**config.mk**
```make
export PLATFORM = sky130hd
export DESIGN_NAME = wb_port_sched_flat
export DESIGN_NICKNAME = d
export VERILOG_FILES = /design/src/rtl/wb_port_sched_pkg.sv /design/src/rtl/wb_port_sched_if.sv /design/src/rtl/wb_src_sel.sv /design/src/rtl/wb_port_sched.sv /design/src/flat_wrapper.sv
export SDC_FILE = /design/constraint.sdc
export NUM_CORES = 1
export LEC_CHECK = 0
export CAP_MARGIN = 20
export CORE_ASPECT_RATIO = 0.6
export CORE_UTILIZATION = 30
export CTS_BUF_LIST = sky130_fd_sc_hd__clkbuf_8
export DETAILED_ROUTE_END_ITERATION = 10
export PLACE_DENSITY = 0.7
export SYNTH_ARGS = -nofsm -noshare
export SYNTH_HDL_FRONTEND = slang
export SYNTH_SLANG_ARGS = --single-unit
```
**constraint.sdc**
```tcl
create_clock -name cpu_clk -period 0.9 [get_ports cpu_clk]
set_clock_uncertainty 0.05 [all_clocks]
set_input_delay 0.09 -clock cpu_clk [delete_from_list [all_inputs] [get_ports cpu_clk]]
set_output_delay 0.09 -clock cpu_clk [all_outputs]
set_load 0.05 [all_outputs]
```
**src/rtl/wb_port_sched_pkg.sv**
```systemverilog
// Shared constants and types for the writeback-port scheduler.
package wb_port_sched_pkg;

  localparam int unsigned WB_DW         = 32;
  localparam int unsigned WB_AW         = 5;
  localparam int unsigned WB_STARVE_MAX = 4;
  // Starvation counter width; holds any legal STARVE_MAX (1..15)
  localparam int unsigned WB_CNT_W      = 4;

  // Pipeline write-value source encodings
  typedef enum logic [1:0] {
    WD_PC4  = 2'b00,
    WD_ALUC = 2'b01,
    WD_DM   = 2'b10,
    WD_IMM  = 2'b11
  } wd_sel_e;

  // Owner of the most recent write-port grant (debug visibility)
  typedef enum logic {
    GNT_PIPE = 1'b0,
    GNT_LL   = 1'b1
  } gnt_owner_e;

endpackage

```
**src/rtl/wb_port_sched_if.sv**
```systemverilog
// Requester/RF-side bus of the writeback-port scheduler.
interface wb_port_sched_if
  import wb_port_sched_pkg::*;
#(
  parameter int unsigned DW = WB_DW,
  parameter int unsigned AW = WB_AW
);

  // Pipeline writeback stage
  logic          p_valid;
  logic [AW-1:0] p_rd;
  logic [1:0]    p_wd_sel;
  logic [DW-1:0] p_pc4;
  logic [DW-1:0] p_aluc;
  logic [DW-1:0] p_dm;
  logic [DW-1:0] p_imm;
  logic          p_stall;

  // Long-latency unit result
  logic          l_valid;
  logic [AW-1:0] l_rd;
  logic [DW-1:0] l_data;
  logic          l_ready;

  // Register-file write port
  logic          rf_we;
  logic [AW-1:0] rf_waddr;
  logic [DW-1:0] rf_wdata;

  // Requesters and register file
  modport master (
    output p_valid, p_rd, p_wd_sel, p_pc4, p_aluc, p_dm, p_imm,
    output l_valid, l_rd, l_data,
    input  p_stall, l_ready,
    input  rf_we, rf_waddr, rf_wdata
  );

  // Scheduler
  modport slave (
    input  p_valid, p_rd, p_wd_sel, p_pc4, p_aluc, p_dm, p_imm,
    input  l_valid, l_rd, l_data,
    output p_stall, l_ready,
    output rf_we, rf_waddr, rf_wdata
  );

endinterface

```
**src/rtl/wb_src_sel.sv**
```systemverilog
// 4:1 select of the pipeline writeback value by wd_sel.
module wb_src_sel
  import wb_port_sched_pkg::*;
#(
  parameter int unsigned DW = WB_DW
) (
  input  logic [1:0]    wd_sel_i,
  input  logic [DW-1:0] pc4_i,
  input  logic [DW-1:0] aluc_i,
  input  logic [DW-1:0] dm_i,
  input  logic [DW-1:0] imm_i,
  output logic [DW-1:0] wdata_c_o
);

  // Source mux
  always_comb begin
    wdata_c_o = pc4_i;
    case (wd_sel_i)
      WD_PC4:  wdata_c_o = pc4_i;
      WD_ALUC: wdata_c_o = aluc_i;
      WD_DM:   wdata_c_o = dm_i;
      WD_IMM:  wdata_c_o = imm_i;
      default: wdata_c_o = pc4_i;
    endcase
  end

endmodule

```
**src/rtl/wb_port_sched.sv**
```systemverilog
// Writeback-port scheduler: shares the single RF write port between the
// pipeline WB stage and a long-latency unit. Optional macro WB_FAIRNESS_EN
// adds a starvation counter that forces the long-latency result through
// after STARVE_MAX refusals; without it the pipeline has strict priority.
module wb_port_sched
  import wb_port_sched_pkg::*;
#(
  parameter int unsigned DW         = WB_DW,
  parameter int unsigned AW         = WB_AW,
  parameter int unsigned STARVE_MAX = WB_STARVE_MAX
) (
  input  logic                  cpu_clk,
  input  logic                  cpu_rst_n,
  wb_port_sched_if.slave        bus,
  output gnt_owner_e            dbg_gnt_owner_o
);

  if (STARVE_MAX == 0 || STARVE_MAX > 15) begin : g_bad_starve_max
    $error("wb_port_sched: STARVE_MAX must be in 1..15");
  end

  logic          force_l_c;
  logic          grant_l_c;
  logic          grant_p_c;
  logic [DW-1:0] p_wdata_c;

  logic          rf_we_q,    rf_we_d;
  logic [AW-1:0] rf_waddr_q, rf_waddr_d;
  logic [DW-1:0] rf_wdata_q, rf_wdata_d;
  gnt_owner_e    gnt_owner_q, gnt_owner_d;

  wb_src_sel #(.DW(DW)) u_src_sel (
    .wd_sel_i  (bus.p_wd_sel),
    .pc4_i     (bus.p_pc4),
    .aluc_i    (bus.p_aluc),
    .dm_i      (bus.p_dm),
    .imm_i     (bus.p_imm),
    .wdata_c_o (p_wdata_c)
  );

`ifdef WB_FAIRNESS_EN
  localparam logic [WB_CNT_W-1:0] CntMax = WB_CNT_W'(STARVE_MAX);

  logic [WB_CNT_W-1:0] starve_cnt_q, starve_cnt_d;

  // Starvation state register (WAIT0..WAIT(STARVE_MAX))
  always_ff @(posedge cpu_clk or negedge cpu_rst_n) begin
    if (!cpu_rst_n) starve_cnt_q <= '0;
    else            starve_cnt_q <= starve_cnt_d;
  end

  // Next state: count refused cycles of a waiting result, saturating
  always_comb begin
    starve_cnt_d = starve_cnt_q;
    if (!bus.l_valid || grant_l_c) begin
      starve_cnt_d = '0;
    end else if (starve_cnt_q != CntMax) begin
      starve_cnt_d = starve_cnt_q + WB_CNT_W'(1);
    end
  end

  assign force_l_c = bus.l_valid && (starve_cnt_q == CntMax);
`else
  assign force_l_c = 1'b0;
`endif

  // Grant decision and handshake outputs
  always_comb begin
    grant_l_c   = bus.l_valid && (!bus.p_valid || force_l_c);
    grant_p_c   = bus.p_valid && !grant_l_c;
    bus.l_ready = grant_l_c;
    bus.p_stall = bus.p_valid && grant_l_c;
  end

  // Next write: one registered write per grant; rd==0 consumes silently
  always_comb begin
    rf_we_d     = 1'b0;
    rf_waddr_d  = rf_waddr_q;
    rf_wdata_d  = rf_wdata_q;
    gnt_owner_d = gnt_owner_q;
    if (grant_l_c) begin
      gnt_owner_d = GNT_LL;
      if (bus.l_rd != '0) begin
        rf_we_d    = 1'b1;
        rf_waddr_d = bus.l_rd;
        rf_wdata_d = bus.l_data;
      end
    end else if (grant_p_c) begin
      gnt_owner_d = GNT_PIPE;
      if (bus.p_rd != '0) begin
        rf_we_d    = 1'b1;
        rf_waddr_d = bus.p_rd;
        rf_wdata_d = p_wdata_c;
      end
    end
  end

  // Registered RF write port and last-grant owner
  always_ff @(posedge cpu_clk or negedge cpu_rst_n) begin
    if (!cpu_rst_n) begin
      rf_we_q     <= 1'b0;
      rf_waddr_q  <= '0;
      rf_wdata_q  <= '0;
      gnt_owner_q <= GNT_PIPE;
    end else begin
      rf_we_q     <= rf_we_d;
      rf_waddr_q  <= rf_waddr_d;
      rf_wdata_q  <= rf_wdata_d;
      gnt_owner_q <= gnt_owner_d;
    end
  end

  assign bus.rf_we       = rf_we_q;
  assign bus.rf_waddr    = rf_waddr_q;
  assign bus.rf_wdata    = rf_wdata_q;
  assign dbg_gnt_owner_o = gnt_owner_q;

endmodule

```
**src/flat_wrapper.sv**
```systemverilog
// flat-port wrapper written by rule: the top's interface ports become plain ports
module wb_port_sched_flat import wb_port_sched_pkg::*;
#(
  parameter int unsigned DW         = WB_DW,
  parameter int unsigned AW         = WB_AW,
  parameter int unsigned STARVE_MAX = WB_STARVE_MAX
)
  (cpu_clk, cpu_rst_n, dbg_gnt_owner_o, bus_p_valid, bus_p_rd, bus_p_wd_sel, bus_p_pc4, bus_p_aluc, bus_p_dm, bus_p_imm, bus_l_valid, bus_l_rd, bus_l_data, bus_p_stall, bus_l_ready, bus_rf_we, bus_rf_waddr, bus_rf_wdata);
  wb_port_sched_if #(.DW(DW), .AW(AW)) bus_i ();
  input  logic cpu_clk;
  input  logic cpu_rst_n;
  output gnt_owner_e dbg_gnt_owner_o;
  input wire logic [$bits(bus_i.p_valid)-1:0] bus_p_valid;
  input wire logic [$bits(bus_i.p_rd)-1:0] bus_p_rd;
  input wire logic [$bits(bus_i.p_wd_sel)-1:0] bus_p_wd_sel;
  input wire logic [$bits(bus_i.p_pc4)-1:0] bus_p_pc4;
  input wire logic [$bits(bus_i.p_aluc)-1:0] bus_p_aluc;
  input wire logic [$bits(bus_i.p_dm)-1:0] bus_p_dm;
  input wire logic [$bits(bus_i.p_imm)-1:0] bus_p_imm;
  input wire logic [$bits(bus_i.l_valid)-1:0] bus_l_valid;
  input wire logic [$bits(bus_i.l_rd)-1:0] bus_l_rd;
  input wire logic [$bits(bus_i.l_data)-1:0] bus_l_data;
  output wire logic [$bits(bus_i.p_stall)-1:0] bus_p_stall;
  output wire logic [$bits(bus_i.l_ready)-1:0] bus_l_ready;
  output wire logic [$bits(bus_i.rf_we)-1:0] bus_rf_we;
  output wire logic [$bits(bus_i.rf_waddr)-1:0] bus_rf_waddr;
  output wire logic [$bits(bus_i.rf_wdata)-1:0] bus_rf_wdata;
  assign bus_i.p_valid = bus_p_valid;
  assign bus_i.p_rd = bus_p_rd;
  assign bus_i.p_wd_sel = bus_p_wd_sel;
  assign bus_i.p_pc4 = bus_p_pc4;
  assign bus_i.p_aluc = bus_p_aluc;
  assign bus_i.p_dm = bus_p_dm;
  assign bus_i.p_imm = bus_p_imm;
  assign bus_i.l_valid = bus_l_valid;
  assign bus_i.l_rd = bus_l_rd;
  assign bus_i.l_data = bus_l_data;
  assign bus_p_stall = bus_i.p_stall;
  assign bus_l_ready = bus_i.l_ready;
  assign bus_rf_we = bus_i.rf_we;
  assign bus_rf_waddr = bus_i.rf_waddr;
  assign bus_rf_wdata = bus_i.rf_wdata;
  wb_port_sched #(.DW(DW), .AW(AW), .STARVE_MAX(STARVE_MAX)) u_core (.cpu_clk(cpu_clk), .cpu_rst_n(cpu_rst_n), .bus(bus_i), .dbg_gnt_owner_o(dbg_gnt_owner_o));
endmodule
```
==> metrics.txt <==
Fmax achieved=0.8542 GHz; GRT Total Usage=0.2829; Worst setup EP type=flip-flop; layout filler cell count=656; synthesized cell area=3149 um2; Max-Cap Viols=0; Initial Util=0.3143; # rows=28; CTS clk-pin slew, worst paths=0.09 ns; Die H=81.37 um; Power Density=1124 nW/um2; drt drc=0; Die ar.=10,920 um2; number of H-tree levels=2; Sink Count=39; Clock Path Buffers=2; crit-path max FO=7; crit share post-route=1.301; synthesis-to-layout area growth=136.6%; area leader, netlist=dfrtp_1; largest net degree at the start of global routing=40; area of the core=10,020 um2; flop-to-flop setup slack=-0.11 ns; post-route ant nets=0; layout cell share with drive strength beyond 1=0.4799; vias in the first global route=3,986; Setup crit start kind=input pin; Die W=134.3 um; PortBufs=215; drt first-iter violations=207; CTS tree=yes; reg2reg path depth=3; DP Wirelength=10.06 mm; final hold violations=0; Placer Congestion=0.7563; unrepaired setup endpoints after global routing=yes; HP Class=in -> reg; antenna fix cells=0; initial antenna violation count=0; CTS Root Buffer Type=clkbuf_8; Final TNS setup=-11.86 ns; drt total wl=15.81 mm; Synth Instances=273; Synth warnings=0; critical path class=in -> reg; worst r2r src=u_core.bus.rf_wdata[2]$_DFFE_PN0P_; Via density=5.480; Setup crit end=u_core.bus.rf_wdata[2]$_DFFE_PN0P_; worst skew pair latency=0.30 ns; status=finished, violations left; WL/cell=23.21 um; fin util=0.7436; WP data required=1.04 ns; Slew Limit Fails=0; final setup fails=77; IO Pins=217; vias post-DR=3,732; syn_area_per_cell=11.54 um2; CP startpoint=bus_p_rd[1]; nets=721; flops & latches, synth=39; number of distinct library cells after synthesis=25; 1st-pass router iterations=5; Synth area leaders=dfrtp_1 31%, mux4_2 21%, a211oi_1 15%; Final Critical Period=1.171 ns; Congestion Overflow GR=0; register area share after synthesis=0.3099; TritonCTS Buffers=5; Leakage=0.003517 uW; first-pass GRT wire length=22.49 mm; worst vdd rail ir drop=0.7070 mV; crit path DAT=1.31 ns; syn_nets=449; share of the synthesized area in the top cell type=0.3099; Final WS setup=-0.2707 ns; failing checks=setup timing; reg2reg end=u_core.bus.rf_wdata[2]$_DFFE_PN0P_
## logic make-up after synthesis
kind of cell    after synthesis  share of synthesized area
simple gates                  8                    0.01947
flops                        39                     0.3099
mux                          32                     0.2312
buf+inv                      80                     0.1434
other cells                   1                   0.001191
compound gates              113                     0.2948
## worst min path at each step
stage	from	slack (ns)	endpoint	depth (start not counted)
3_3_place_gp	cpu_rst_n	0.03	u_core.bus.rf_wdata[30]$_DFFE_PN0P_	2
6_report	bus_l_valid	0.02	u_core.dbg_gnt_owner_o$_DFFE_PN0P_	3
3_5_place_dp	cpu_rst_n	0.03	u_core.bus.rf_wdata[1]$_DFFE_PN0P_	2
5_1_grt	bus_l_valid	0.03	u_core.dbg_gnt_owner_o$_DFFE_PN0P_	3
2_1_floorplan	cpu_rst_n	-0.26	u_core.bus.rf_waddr[0]$_DFFE_PN0P_	0
4_1_cts	bus_p_rd[1]	0.09	u_core.bus.rf_waddr[1]$_DFFE_PN0P_	3
## synthesized netlist by cell type
| library cell | instances |
|---|---|
| conb_1 | 1 |
| clkbuf_1 | 7 |
| mux4_2 | 30 |
| buf_2 | 18 |
| dfrtp_1 | 39 |
| inv_1 | 40 |
| buf_8 | 1 |
| nor4_2 | 1 |
| a21oi_1 | 2 |
| o311a_1 | 1 |
| a211oi_1 | 63 |
| a311oi_1 | 36 |
| buf_4 | 4 |
| nand2_1 | 1 |
| buf_6 | 5 |
| nor3_1 | 2 |
| a211oi_2 | 7 |
| nor4_4 | 1 |
| nand2b_1 | 1 |
| buf_12 | 4 |
| nor2_1 | 2 |
| a21o_1 | 2 |
| mux4_1 | 2 |
| a211o_1 | 2 |
| buf_1 | 1 |
## cell usage in the layout, fill, tap and decap left out, drive strengths merged
cell and instances:
dlymetal6s2s 55, nor4 2, clkbuf 7, a21o 2, a211oi 70, nor2 2, nor3 2, a21oi 2
buf 138, clkinv 1, dfrtp 39, a211o 2, o311a 1, mux4 32, a311oi 36, inv 40
conb 1, dlygate4sd3 2, nand2b 1, bufinv 1, clkdlybuf4s50 42, bufbuf 2, dlygate4sd2 65, nand2 1
## where the power goes
part           internal (uW)  switching, uW
Combinational           2500           2040
Sequential              1980            264
Clock                    899            702
Total                   5380           3000
## stage by stage
step / instances / setup WS (ns) / area, um2 / power, uW / hold slack [ns]
after floorplan: 273 / -0.2986 / 3319 / 3944 / -0.2556
after global placement: 622 / -0.8710 / 6063 / 6109 / 0.03009
after detailed placement: 622 / -0.9187 / 6063 / 6172 / 0.03342
after CTS: 674 / -0.2568 / 7209 / 8267 / 0.09086
after global routing: 681 / -0.2664 / 7451 / 8664 / 0.03304
final: 681 / -0.2707 / 7451 / 8378 / 0.02164
## state kept, by name, summed over array words and instances (netlist names)
register                count
u_core.bus.rf_wdata        32
u_core.bus.rf_waddr         5
u_core.bus.rf_we            1
u_core.dbg_gnt_owner_o      1
## worst max-delay path, cell delays in order
cell      delay, ns
buf_8          0.10
nor4_4         0.30
buf_4          0.21
buf_12         0.12
buf_16         0.12
a211oi_2       0.08
a311oi_1       0.28
## cell type report
class | count | area [um2] | area share
sequential | 39 | 975.9 | 0.1310
clock inverter | 2 | 35.03 | 0.004702
multi-input combinational | 154 | 2121 | 0.2846
tap | 135 | 168.9 | 0.02267
clock buffer | 6 | 82.58 | 0.01108
timing repair buffer | 305 | 3915 | 0.5254
inverter | 40 | 152.6 | 0.02049
## metal layers
| layer | track usage | vias up | wire length, um |
|---|---|---|---|
| li1 | - | 1664 | - |
| met5 | 0 | - | 0 |
| met4 | 0.06742 | 0 | 190 |
| met3 | 0.07990 | 18 | 1352 |
| met2 | 0.4891 | 201 | 7898 |
| met1 | 0.3525 | 1849 | 6368 |
## what timing repair did
item | in CTS | in global routing
setup buffers | 24 | 13
hold endpoints to repair | 40 | 0
cloned | 18 | 0
hold buffers | 2 | 0
pin swaps | 40 | 49
setup endpoints to repair | 78 | 78
resized for setup | 205 | 85
Note: power is estimated with default switching activity, not from simulation.
==> patch 1, RTL diff (same settings) <==
`rf_wdata_q` no longer has a reset.
--- a/src/rtl/wb_port_sched.sv
+++ b/src/rtl/wb_port_sched.sv
@@ -101,12 +101,14 @@
       rf_we_q     <= 1'b0;
       rf_waddr_q  <= '0;
-      rf_wdata_q  <= '0;
       gnt_owner_q <= GNT_PIPE;
     end else begin
       rf_we_q     <= rf_we_d;
       rf_waddr_q  <= rf_waddr_d;
-      rf_wdata_q  <= rf_wdata_d;
       gnt_owner_q <= gnt_owner_d;
     end
+  end
+
+  always_ff @(posedge cpu_clk) begin
+    rf_wdata_q <= rf_wdata_d;
   end
 
Formal check against the unedited RTL: not equivalent (a bounded check fails within 4 cycles, from zero or initial values and one cycle with cpu_rst_n low).
==> patch 1 against the unedited design <==
- the run still ends with negative setup slack left
- worst hold slack got worse by 0.0080 ns
- worst setup slack got worse by 0.13 ns
- final area decreased by 22%
- power decreased by 12%
- sequential power increased by 10%
- critical path depth decreased by 1
- sequential cell count unchanged
- wire length decreased by 32%
- synthesized cell count decreased by 19%
- area after synthesis decreased by 20%
- largest cell class unchanged
==> patch 1: results (changes against the unedited design) <==
Synth
  – Top post-synthesis cells by count: nand2_1, edfxtp_1, mux4_2
  – Synthesized Nets: 398 (-11%)
  – Synth top area cells: edfxtp_1, mux4_2, nand2_1
  – Post-synth cell types: 26 (+4.0%)
  – Ys async rst share: 17.95% (-82 points)
  – Post-synth EDFFs: 32 (+32)

Global routing
  – Antenna violations before repair: 6 (+6)
  – Largest net degree at the start of global routing: 20 (-50%)
  – Vias in the first global route: 2959 (-26%)

Placement
  – Post-DP HPWL: 8144 um (-19%)
  – Pre-CTS setup slack: -0.9530 ns (-0.03437 ns)
  – Placed insts: 561 (-9.8%)
  – GP Congestion: 0.8735 (+15%)

Outcome
  – Status: finished, violations left
  – Violated checks: negative setup slack

Detailed routing
  – 1st-pass router iterations: 4 (-1)
  – Initial DRC Count: 142 (-31%)
  – WL/cell: 18.25 um (-21%)
  – Via/cell ratio: 4.850 (-12%)

STA
  – Setup TNS: -20.80 ns (-8.947 ns)
  – Final worst setup slack: -0.4021 ns (-0.1314 ns)
  – Final Hold Slack: 0.01369 ns (-0.007955 ns)
  – # setup viols final: 109 (+42%)

Worst setup path
  – R2R Path Start: u_core.bus.rf_waddr[2]
  – R2R Setup Slk: -0.22 ns (-0.11 ns)
  – Beginning of the critical path: bus_l_rd[3]

Clock tree
  – Setup repair bufs after CTS: 15 (-38%)
  – CTS resizes: 190 (-7.3%)

Cells and area
  – Multi-input gate area: 0.001414 sq mm (-33%)
  – Nets: 656 (-9.0%)
  – Fillers: 600 (-8.5%)

Power and ir drop
  – Logic pwr share: 49.7% (-4.4 points)
  – LEAKAGE: 2.645 nW (-25%)
  – Clk pwr: 0.00123 W (-23%)
  – Sw Share: 33.46% (-2.4 points)

Hold path
  – Worst Hold Class: in2async
patch 1: cell families after synthesis:
kind of cell | count (synthesis) | synth area share [%]
compound gates | 17 | 4.510
buf+inv | 18 | 3.370
flops | 39 | 45.00
mux | 32 | 28.54
other cells | 1 | 0.1485
simple gates | 115 | 18.43
patch 1: routing by layer:
layer	vias to the layer above	global-route usage, %	wire length, um
li1	1342	-	-
met1	1360	28.54	4201
met2	147	43.04	5332
met3	23	7.969	1027
met4	4	7.545	235
met5	-	0	23
patch 1: cell type report:
| type | count | share of cell area, % |
|---|---|---|
| timing repair buffer | 268 | 52.09 |
| multi-input combinational | 165 | 24.20 |
| sequential | 39 | 19.53 |
| tap | 108 | 2.313 |
| clock buffer | 6 | 1.414 |
| antenna | 4 | 0.1713 |
| inverter | 1 | 0.1499 |
| clock inverter | 2 | 0.1285 |
patch 1: worst max-delay path, cell delays in order:
cell and delay [ns]:
buf_6 0.09, or4_4 0.56, o21ai_4 0.18, nand2_4 0.08, buf_12 0.16, buf_12 0.14
==> patch 2, RTL diff (same flow settings) <==
Without the edit above. The package constant `WB_DW` goes from 32 to 16.
--- a/src/rtl/wb_port_sched_pkg.sv
+++ b/src/rtl/wb_port_sched_pkg.sv
@@ -2,5 +2,5 @@
 package wb_port_sched_pkg;
 
-  localparam int unsigned WB_DW         = 32;
+  localparam int unsigned WB_DW         = 16;
   localparam int unsigned WB_AW         = 5;
   localparam int unsigned WB_STARVE_MAX = 4;
Interface: changed (6 resized); port bits go from 217 to 121. No check against the original RTL was run, so the function may have changed too.
==> patch 2 against the unedited design <==
- final area decreased by 47%
- highest routed layer unchanged
- power is 40% lower
- via count shrank 48%
- wire length shrank 59%
- global-route usage fell by 6.8 points
- worst setup slack lost 0.21 ns
- core utilization down 3.4 points
- clock power is 62% lower
- die area down 44%
- sequential share of layout area grew 1.5 points
- area after synthesis is 45% lower
- sequential cell count decreased by 16
- count of clock-buffer cells in the layout shrank 3
- critical path type unchanged
- the run still ends with negative setup slack left
==> patch 2: results (changes against the unedited design) <==
Synth
  – Synthesized Nets: 278 (-38%)
  – Post-synth cell types: 20 (-20%)
  – Top post-synthesis cells by count: dfrtp_1, mux2_4, nor2_1
  – Register area share after synthesis: 33.14% (+2.2 points)
  – Ys async rst share: 100.0% (unchanged)
  – Syn avg cell area: 9.542 sq um (-17%)
  – Synth top area cells: dfrtp_1, mux2_4, mux2i_1

Clock tree
  – Total CTS buffers: 3 (-2)
  – Clk slew on worst S/H paths: 0.08 ns
  – # H-tree levels: 1 (-1)
  – Setup repair bufs after CTS: 10 (-58%)
  – Worst skew pair latency: 0.26 ns (-0.04 ns)
  – CTS resizes: 94 (-54%)

Cells and area
  – Final cell count without fillers: 412 (-40%)
  – Nets: 429 (-40%)
  – Max reg flops: 16 (-50%)
  – Fillers: 431 (-34%)
  – Share of layout cells above drive strength 1: 37.05% (-11 points)

Power and ir drop
  – Overall Power: 0.005024 W (-40%)
  – Worst VDD drop: 670.8 uV (-5.1%)
  – Flop+latch power: 0.00131 W (-42%)
  – Power Combinational: 0.00310 W (-32%)
  – LEAKAGE: 1.754 nW (-50%)
  – Sw Pwr: 0.001711 W (-43%)

Global routing
  – Vias in the first global route: 1947 (-51%)
  – Met2 usage: 36.59% (-12 points)
  – All-Layer GR Usage: 21.44% (-6.8 points)
  – Grt ovf: 0 (unchanged)
  – First-pass GRT wire length: 9860 um (-56%)
  – GR Util met1: 28.51% (-6.7 points)
  – Met3 Resource Use GR: 5.645% (-2.3 points)
  – Largest net degree at the start of global routing: 38 (-5.0%)

Worst setup path
  – Worst-path cell with the longest stage delay: or4_4
  – Worst EP arrival: 1.47 ns (+0.16 ns)
  – CP max stage delay: 0.54 ns (+0.24 ns)
  – Top delay family on crit path: simple AND/OR/NAND/NOR gates
  – Max FO, Critical Path: 7 (unchanged)

Outcome
  – Violated checks: negative setup slack
  – Status: finished, violations left

STA
  – Setup TNS: -13.13 ns (-1.269 ns)
  – Final worst setup slack: -0.4759 ns (-0.2053 ns)
  – # setup viols final: 46 (-40%)

Placement
  – Post-DP HPWL: 4481 um (-55%)
  – I/O Buffers: 119 (-45%)
  – GP Congestion: 0.6865 (-9.2%)
  – Placed insts: 395 (-36%)

Detailed routing
  – 1st-pass router iterations: 3 (-2)
  – Vias: 1957 (-48%)
  – Final WL: 6444 um (-59%)
  – Initial DRC Count: 26 (-87%)
==> patch 2: path summary, 6_finish.rpt <==
path	start	to	slack [ns]	cells past startpoint
worst max-delay path	bus_l_rd[2]	u_core.bus.rf_wdata[9]	-0.48	6
worst min-delay path	bus_p_valid	u_core.dbg_gnt_owner_o	0.04	3
max in group asynchronous	cpu_rst_n	u_core.bus.rf_waddr[2]	0.53	2
min in group asynchronous	cpu_rst_n	u_core.bus.rf_wdata[0]	0.13	2
worst min register to register	u_core.bus.rf_wdata[0]	u_core.bus.rf_wdata[0]	0.49	1
worst max register to register	u_core.bus.rf_waddr[2]	u_core.bus.rf_waddr[2]	-0.06	2
==> patch 2: cell families (layout without fill, tap and decap cells) <==
kind of cell	Yosys count	after routing	synth area share (%)
simple gates	85	85	25.29
mux	37	37	26.94
flops	23	23	33.14
buf+inv	18	168	5.331
compound gates	18	18	9.078
other cells	1	1	0.2159
==> patch 2: metal layers <==
layer / vias up / share of wire (%)
met1: 928 / 45
li1: 953 / -
met2: 72 / 47
met3: 4 / 7.2
met4: 0 / 0.59
met5: - / 0
==> patch 2: area by class of cell <==
| class | count | area (sq um) | share of cell area, % |
|---|---|---|---|
| Timing Repair Buffer | 163 | 1971 | 49.86 |
| Clock buffer | 3 | 41.29 | 1.045 |
| Inverter | 1 | 8.758 | 0.2216 |
| Clock inverter | 1 | 3.754 | 0.09497 |
| Tap cell | 80 | 100.1 | 2.532 |
| Multi-Input combinational cell | 141 | 1252 | 31.69 |
| Sequential cell | 23 | 575.6 | 14.56 |
==> patch 2: per-stage QoR <==
step	worst slack (ns)	instance area, sq um	util [%]
final	-0.4759	3953	70.96
after global routing	-0.4952	3953	70.96
after CTS	-0.5722	3940	70.73
after detailed placement	-1.061	3495	62.74
after global placement	-1.075	3495	62.74
after floorplan	-0.5460	1737	-
